File: src/rtl/pipe_hazard_ctrl.sv
`default_nettype none
// =============================================================================
// Module  : pipe_hazard_ctrl
// Brief   : stall/flush sequencer for the 5-stage rv32i pipeline; define
//           PIPE_PERF_CNT_EN to add the stall/flush/load-use counters.
// Revision: 1.0
// =============================================================================
module pipe_hazard_ctrl #(
  parameter int MEM_TIMEOUT = 0,
  parameter int TMO_W       = 16
) (
  input  logic        clk,
  input  logic        rst,
  input  logic        imem_req,
  input  logic        imem_resp,
  input  logic        dmem_req,
  input  logic        dmem_resp,
  input  logic        ex_br_taken,
  input  logic        ex_is_load,
  input  logic [4:0]  ex_rd,
  input  logic [4:0]  id_rs1,
  input  logic [4:0]  id_rs2,
  input  logic        id_use_rs1,
  input  logic        id_use_rs2,
  output logic        pc_load,
  output logic        if_id_load,
  output logic        if_id_flush,
  output logic        id_ex_load,
  output logic        id_ex_flush,
  output logic        ex_mem_load,
  output logic        mem_wb_load,
  output logic        mem_wb_flush,
`ifdef PIPE_PERF_CNT_EN
  output logic [31:0] stall_cycles,
  output logic [31:0] flush_events,
  output logic [31:0] lu_stalls,
`endif
  output logic        drop_pending,
  output logic        mem_timeout
);

  typedef enum logic [0:0] {RUN = 1'b0, MEM_WAIT = 1'b1} state_t;

  state_t             r_state;
  state_t             w_state_nxt;
  logic [TMO_W-1:0]   r_wait_cnt;
  logic [TMO_W-1:0]   w_cnt_inc;
  logic               w_mem_busy;
  logic               w_fetch_busy;
  logic               w_lu_haz;
  logic               w_br_acc;
  logic               w_lu_decide;

  assign w_mem_busy   = dmem_req & ~dmem_resp;
  assign w_fetch_busy = imem_req & ~imem_resp & ~drop_pending;
  assign w_lu_haz     = ex_is_load & (ex_rd != 5'd0) &
                        ((id_use_rs1 & (id_rs1 == ex_rd)) |
                         (id_use_rs2 & (id_rs2 == ex_rd)));
  assign w_cnt_inc    = (r_wait_cnt == {TMO_W{1'b1}}) ? r_wait_cnt : r_wait_cnt + 1'b1;

  always_ff @(posedge clk) begin
    if (rst) r_state <= RUN;
    else     r_state <= w_state_nxt;
  end

  // Stall/flush decision in priority order; a stalled branch stays in EX.
  always_comb begin
    w_state_nxt  = r_state;
    pc_load      = 1'b1;
    if_id_load   = 1'b1;
    if_id_flush  = 1'b0;
    id_ex_load   = 1'b1;
    id_ex_flush  = 1'b0;
    ex_mem_load  = 1'b1;
    mem_wb_load  = 1'b1;
    mem_wb_flush = 1'b0;
    w_br_acc     = 1'b0;
    w_lu_decide  = 1'b0;

    case (r_state)
      RUN:      if (w_mem_busy) w_state_nxt = MEM_WAIT;
      MEM_WAIT: if (dmem_resp)  w_state_nxt = RUN;
      default:  w_state_nxt = RUN;
    endcase

    if (rst) begin
      pc_load     = 1'b0;
      if_id_load  = 1'b0;
      id_ex_load  = 1'b0;
      ex_mem_load = 1'b0;
      mem_wb_load = 1'b0;
    end else if (w_mem_busy) begin
      pc_load      = 1'b0;
      if_id_load   = 1'b0;
      id_ex_load   = 1'b0;
      ex_mem_load  = 1'b0;
      mem_wb_flush = 1'b1;
    end else if (ex_br_taken) begin
      if_id_flush = 1'b1;
      id_ex_flush = 1'b1;
      w_br_acc    = 1'b1;
    end else if (drop_pending | w_fetch_busy | w_lu_haz) begin
      pc_load     = 1'b0;
      if_id_load  = 1'b0;
      id_ex_flush = 1'b1;
      w_lu_decide = ~drop_pending & ~w_fetch_busy;
    end
  end

  // A redirect with a fetch still in flight must discard that fetch's response.
  always_ff @(posedge clk) begin
    if (rst)
      drop_pending <= 1'b0;
    else if (w_br_acc & (drop_pending | (imem_req & ~imem_resp)))
      drop_pending <= 1'b1;
    else if (drop_pending & imem_resp)
      drop_pending <= 1'b0;
  end

  always_ff @(posedge clk) begin
    if (rst)
      r_wait_cnt <= '0;
    else if ((r_state == MEM_WAIT) && !dmem_resp)
      r_wait_cnt <= w_cnt_inc;
    else
      r_wait_cnt <= '0;
  end

  generate
    if (MEM_TIMEOUT != 0) begin : g_tmo
      always_ff @(posedge clk) begin
        if (rst)
          mem_timeout <= 1'b0;
        else if ((r_state == MEM_WAIT) && (w_cnt_inc == TMO_W'(MEM_TIMEOUT)))
          mem_timeout <= 1'b1;
      end
    end else begin : g_no_tmo
      always_ff @(posedge clk) mem_timeout <= 1'b0;
    end
  endgenerate

`ifdef PIPE_PERF_CNT_EN
  always_ff @(posedge clk) begin
    if (rst) begin
      stall_cycles <= 32'd0;
      flush_events <= 32'd0;
      lu_stalls    <= 32'd0;
    end else begin
      if (!pc_load)    stall_cycles <= stall_cycles + 32'd1;
      if (w_br_acc)    flush_events <= flush_events + 32'd1;
      if (w_lu_decide) lu_stalls    <= lu_stalls + 32'd1;
    end
  end
`endif

endmodule
`default_nettype wire

File: config.mk
export PLATFORM = sky130hd
export DESIGN_NAME = pipe_hazard_ctrl
export DESIGN_NICKNAME = d
export VERILOG_FILES = /design/src/rtl/pipe_hazard_ctrl.sv
export SDC_FILE = /design/constraint.sdc
export NUM_CORES = 1
export LEC_CHECK = 0
export CORE_AREA = 2 2 39 41
export DETAILED_ROUTE_END_ITERATION = 6
export DIE_AREA = 0 0 41 43
export GPL_TIMING_DRIVEN = 0
export PLACE_DENSITY = 0.65
export SYNTH_ARGS = -nofsm -noshare
export SYNTH_HDL_FRONTEND = slang
export SYNTH_SLANG_ARGS = --single-unit
File: constraint.sdc
create_clock -name clk -period 1.65 [get_ports clk]
set_input_delay 0.165 -clock clk [delete_from_list [all_inputs] [get_ports clk]]
set_output_delay 0.165 -clock clk [all_outputs]
set_load 0.05 [all_outputs]
==> metrics.cfg, run 1 <==
[worst_setup_path]
start_kind = primary input
rrSetupSlack_ps = 860
critPathRequiredTime_ps = 1480
path_buf_inv = 3
critPathCaptureType = primary output
crit_fanout = 3
critical_path.top_delay_family = simple AND/OR/NAND/NOR gates
slowest_stage = or4_4
reg2regPathDepth = 3
r2r_end = drop_pending$_SDFFE_PP0P_
slowest_delay_ps = 520
reg2reg_from = drop_pending$_SDFFE_PP0P_
crit_path_cell_trace = buf_8 -> or4_4 -> o21a_1 -> a21oi_2 -> buf_4 -> a21boi_2 -> buf_6
worstSetupPathType = primary input to primary output
arrival_ps = 1470
cp.depth = 7

[place]
gp_routability_congestion = 0.609
dp.final_hpwl_um = 701
placed_cells = 84
portBuffers = 33
placed_cell_area_sq_um = 619

[cells_and_area]
fill_cells = 141
fin_nets = 97
largestRegisters = drop_pending x1
final_area_sq_um = 631
synthToLayoutAreaGrowth_pct = 152
final-instance-count-excl-fill = 86
n_antenna_cell = 0
layout-drive-gt1-share = 0.300
largest_reg_flops = 1
regMostFlops = drop_pending

[min_path]
whs_path_depth = 2
whs_endpoint = drop_pending$_SDFFE_PP0P_
hp-class = flop to flop
min_from = drop_pending$_SDFFE_PP0P_

[timing]
fin_crit_ps = 1640
rsz0062_at_grt = true
slew_violations = 0
hold_slack_ps = 526
skew_ps = 0
fmaxAchievable_mhz = 611
hold_viol_final = 0
fin_crit_sh = 0.991
setup_violations = 0

[synthesis]
synthCells = 35
avgSynthCellArea_sq_um = 7.15
synth_mux_area_frac = 0
synth_fa_ha_area_frac = 0
synth_top_family_by_area = XOR/XNOR gates
synth.ff_latch_count = 1
synthesis.area_sq_um = 250
synthDistinctLibCells = 18
synth.top_cell.area_share = 0.350
synthTopCellsByArea = xnor2_1 (35%), buf_4 (9.0%), dfxtp_1 (8.0%)
yosys.area_share.simple = 0.175
yosysSeqAreaShare = 0.0800
syn_nets = 60
yosys_warnings = 0
synth_compound_area_frac = 0.230
synth_top_area_cell = xnor2_1
synthXorXnorAreaFrac = 0.350

[clock_tree]
hold_buffers = 0
clk_pin_slew_ps = 0
worstSkewPairLatency_ps = 0

[power_and_ir_drop]
p_sw_mw = 0.0961
cellPowerDensity_nw_per_um2 = 349
irDropWorstVdd_uv = 164
power_frac_clock = 0
swShare = 0.437
p_seq_frac = 0.117
combPwrFrac = 0.883
power.internal_mw = 0.124
leakagePower_nw = 0.295

[routing]
wl_um = 783
wire_per_inst_um = 9.10
drc = 0
num_vias = 355
drt_iter0_drc = 5
firstDrtPassIters = 4
ant_nets = 0
avgViaCountPerCell = 4.13

[outcome]
run_status = complete, no violations

[grt]
grt_max_degree = 6
overflow = 0
grt_pass1_wl_um = 1290
grt_pass1_vias = 344
antenna_found_initial = 0
gr-usage-all-layers = 0.0980

[floorplanning]
rows = 14
core_sq_um = 1380
initial_core_util = 0.181
num_io_pins = 35
dieArea_sq_um = 1760
die_x_um = 41
die_y_um = 43

[job]
maxCapViolations = 0

## cells in the mapped netlist, drive strengths merged
| library cell | count |
|---|---|
| o21a | 2 |
| nor2 | 1 |
| o22ai | 1 |
| nand2 | 2 |
| a21o | 1 |
| and3 | 1 |
| and2 | 1 |
| conb | 1 |
| a21boi | 1 |
| nand4 | 2 |
| or4 | 1 |
| a22oi | 1 |
| a21oi | 2 |
| buf | 3 |
| inv | 4 |
| dfxtp | 1 |
| xnor2 | 10 |
## power groups by stage
stage / clock (mW) / sequential, mW / combinational [mW]
2_1_floorplan: 0 / 0.0276 / 0.102
3_3_place_gp: 0 / 0.0256 / 0.197
3_5_place_dp: 0 / 0.0256 / 0.198
4_1_cts: 0 / 0.0256 / 0.197
5_1_grt: 0 / 0.0257 / 0.208
6_report: 0 / 0.0256 / 0.194
## metrics by stage
stage,total power [mW],TNS [ps],utilization,setup slack [ps]
floorplan,0.130,0,-,29.0
global placement,0.222,-4230,0.448,-1110
detailed placement,0.224,-4230,0.448,-1100
CTS,0.223,-56.6,0.456,-56.6
finish,0.220,0,0.456,14.2
global route,0.234,-62.3,0.456,-38.2
## cell usage in the layout, fill, tap and decap left out, types with 2 or more instances in the layout
cell type        synthesis  layout
dlygate4sd2_1            0      12
xnor2_1                 10      10
clkdlybuf4s50_1          0      10
buf_4                    3       5
inv_1                    4       4
buf_8                    0       4
buf_2                    0       3
a21oi_2                  1       2
nand4_1                  2       2
nand2_1                  2       2
## worst min-delay path, stage by stage, from the launching register on
cell     delay, ps
dfxtp_1        320
a22oi_1         90
nor2_1          70
## timing repair
action                     in CTS  in global routing
setup endpoints to repair       8                  5
pin swaps                      17                  8
cloned                          0                  0
buffers inserted                1                  2
gates resized for setup        65                  6
## worst max path at each step
stage / start / end / slack [ps]
6_report: ex_rd[2] / id_ex_flush / 10
5_1_grt: ex_rd[2] / id_ex_flush / -40
4_1_cts: ex_rd[4] / pc_load / -60
3_5_place_dp: ex_rd[1] / pc_load / -1100
3_3_place_gp: ex_rd[1] / pc_load / -1110
2_1_floorplan: ex_rd[1] / pc_load / 30
## logic make-up (layout without fill, tap and decap cells)
logic type,after synthesis,after routing
AO/OA/AOI/OAI,8,8
flip-flops,1,1
XOR/XNOR,10,10
AND/OR/NAND/NOR,8,8
buffers and inverters,7,42
other,1,1
## layout make-up
cell class              instances  area [sq um]  share of cell area
plain buffers                   2          15.0              0.0238
multi-input cells              27           218               0.345
flip-flops and latches          1          20.0              0.0317
repair buffers                 36           343               0.544
inverters                       4          15.0              0.0238
well taps                      16          20.0              0.0317
## per-layer routing
metal  track usage  up-vias  share of wire
met5             0        -              0
met4             0        0              0
met3        0.0209        0           0.16
met2         0.178       27           0.48
met1         0.117      141           0.36
li1              -      187              -
(Power assumes the default switching activity.)
==> run 2, diff against run 1 <==
==> constraint.sdc (replaced) <==
create_clock -name clk -period 2 [get_ports clk]
set_input_delay 0.2 -clock clk [delete_from_list [all_inputs] [get_ports clk]]
set_output_delay 0.2 -clock clk [all_outputs]
set_load 0.05 [all_outputs]
==> metrics.cfg, run 2 (synthesized netlist as in run 1, its figures left out) <==
[grt]
grt_pass1_vias = 305
overflow = 0
grt_max_degree = 6
grt_pass1_wl_um = 1190
gr-usage-all-layers = 0.0889
antenna_found_initial = 0

[routing]
wl_um = 697
firstDrtPassIters = 2
avgViaCountPerCell = 3.94
ant_nets = 0
drc = 0
wire_per_inst_um = 8.30
num_vias = 331
drt_iter0_drc = 1

[timing]
setup_violations = 0
rsz0062_at_grt = true
skew_ps = 0
slew_headroom = 0.666
hold_viol_final = 0
worst_pin_slew_ps = 500
fin_crit_sh = 0.971
slew_violations = 0
fin_crit_ps = 1940
hold_slack_ps = 530
fmaxAchievable_mhz = 515

[worst_setup_path]
arrival_ps = 1740
critical_path.top_delay_family = simple AND/OR/NAND/NOR gates
critPathCaptureType = primary output
start_kind = primary input
critPathRequiredTime_ps = 1800
crit_fanout = 3
cpMostUsedCell = o21a_1
slowest_stage = or4_1
worstSetupPathType = primary input to primary output
slowest_delay_ps = 530
path_buf_inv = 3
crit_path_cell_trace = dlygate4sd2_1 -> or4_1 -> o21a_1 -> a21oi_2 -> o21a_1 -> buf_4 -> buf_8

[cells_and_area]
final_area_sq_um = 612
largest_reg_flops = 1
largestRegisters = drop_pending x1
fill_cells = 141
fin_util = 0.442
layout-drive-gt1-share = 0.132
final-instance-count-excl-fill = 84
fin_nets = 95
final_cell_mix = clkdlybuf4s50_1 (22), xnor2_1 (10), dlygate4sd2_1 (6), inv_1 (4), buf_4 (3)
n_antenna_cell = 0
final_common_cell = clkdlybuf4s50_1
synthToLayoutAreaGrowth_pct = 145
regMostFlops = drop_pending

[outcome]
run_status = complete, no violations

[power_and_ir_drop]
cellPowerDensity_nw_per_um2 = 289
irDropWorstVdd_uv = 143
power.internal_mw = 0.101
p_sw_mw = 0.0755
leakagePower_nw = 0.273
p_seq_frac = 0.120
power_frac_clock = 0
combPwrFrac = 0.880
swShare = 0.427

[clock_tree]
post_cts_buffers = 0
hold_buffers = 0
clk_pin_slew_ps = 0
worstSkewPairLatency_ps = 0

[place]
gp_routability_congestion = 0.627
portBuffers = 33
placed_cells = 84
placed_cell_area_sq_um = 604

[floorplanning]
rows = 14
core_sq_um = 1380
die_x_um = 41
die_y_um = 43
num_io_pins = 35
dieArea_sq_um = 1760
initial_core_util = 0.181

[job]
maxCapViolations = 0

[min_path]
hp-class = flop to flop

run 2: power groups by stage:
stage / clock (mW) / sequential [mW] / combinational [mW]
2_1_floorplan: 0 / 0.0228 / 0.0801
6_report: 0 / 0.0212 / 0.156
3_3_place_gp: 0 / 0.0212 / 0.158
5_1_grt: 0 / 0.0212 / 0.167
4_1_cts: 0 / 0.0212 / 0.155
3_5_place_dp: 0 / 0.0211 / 0.159
run 2: final timing paths:
kind | depth (start not counted) | slack [ps] | to | start
setup / recovery | 7 | 60 | pc_load | ex_rd[3]
hold / removal | 2 | 530 | drop_pending$_SDFFE_PP0P_ | drop_pending$_SDFFE_PP0P_
setup reg to reg | 3 | 1200 | drop_pending$_SDFFE_PP0P_ | drop_pending$_SDFFE_PP0P_
hold reg to reg | 2 | 530 | drop_pending$_SDFFE_PP0P_ | drop_pending$_SDFFE_PP0P_
run 2: worst min-delay path, stage by stage (launching register included):
cell,delay [ps]
dfxtp_1,330
a22oi_1,90
nor2_1,70
run 2: what timing repair did:
action,CTS,global route
pin swaps,1,4
resized for setup,25,5
setup endpoints to repair,5,3
cloned,0,0
run 2: final cells by class:
type,count,area (sq um),area share
Sequential cell,1,20.0,0.0327
Tap cell,16,20.0,0.0327
Buffer,3,22.5,0.0368
Timing Repair Buffer,33,332,0.542
Inverter,4,15.0,0.0245
Multi-Input combinational cell,27,203,0.331
run 2: per-stage QoR:
stage | power [mW] | setup TNS (ps) | worst slack [ps]
6_report | 0.177 | 0 | 58.5
2_1_floorplan | 0.103 | 0 | 45.8
5_1_grt | 0.188 | -20.1 | -20.1
3_5_place_dp | 0.180 | -2210 | -805
3_3_place_gp | 0.179 | -2210 | -799
4_1_cts | 0.176 | 0 | 0.0789
run 2: layer usage:
layer / share of wire / global-route usage / up-vias
li1: - / - / 179
met5: 0 / 0 / -
met1: 0.38 / 0.123 / 132
met3: 0.090 / 0 / 0
met2: 0.53 / 0.156 / 20
met4: 0 / 0 / 0
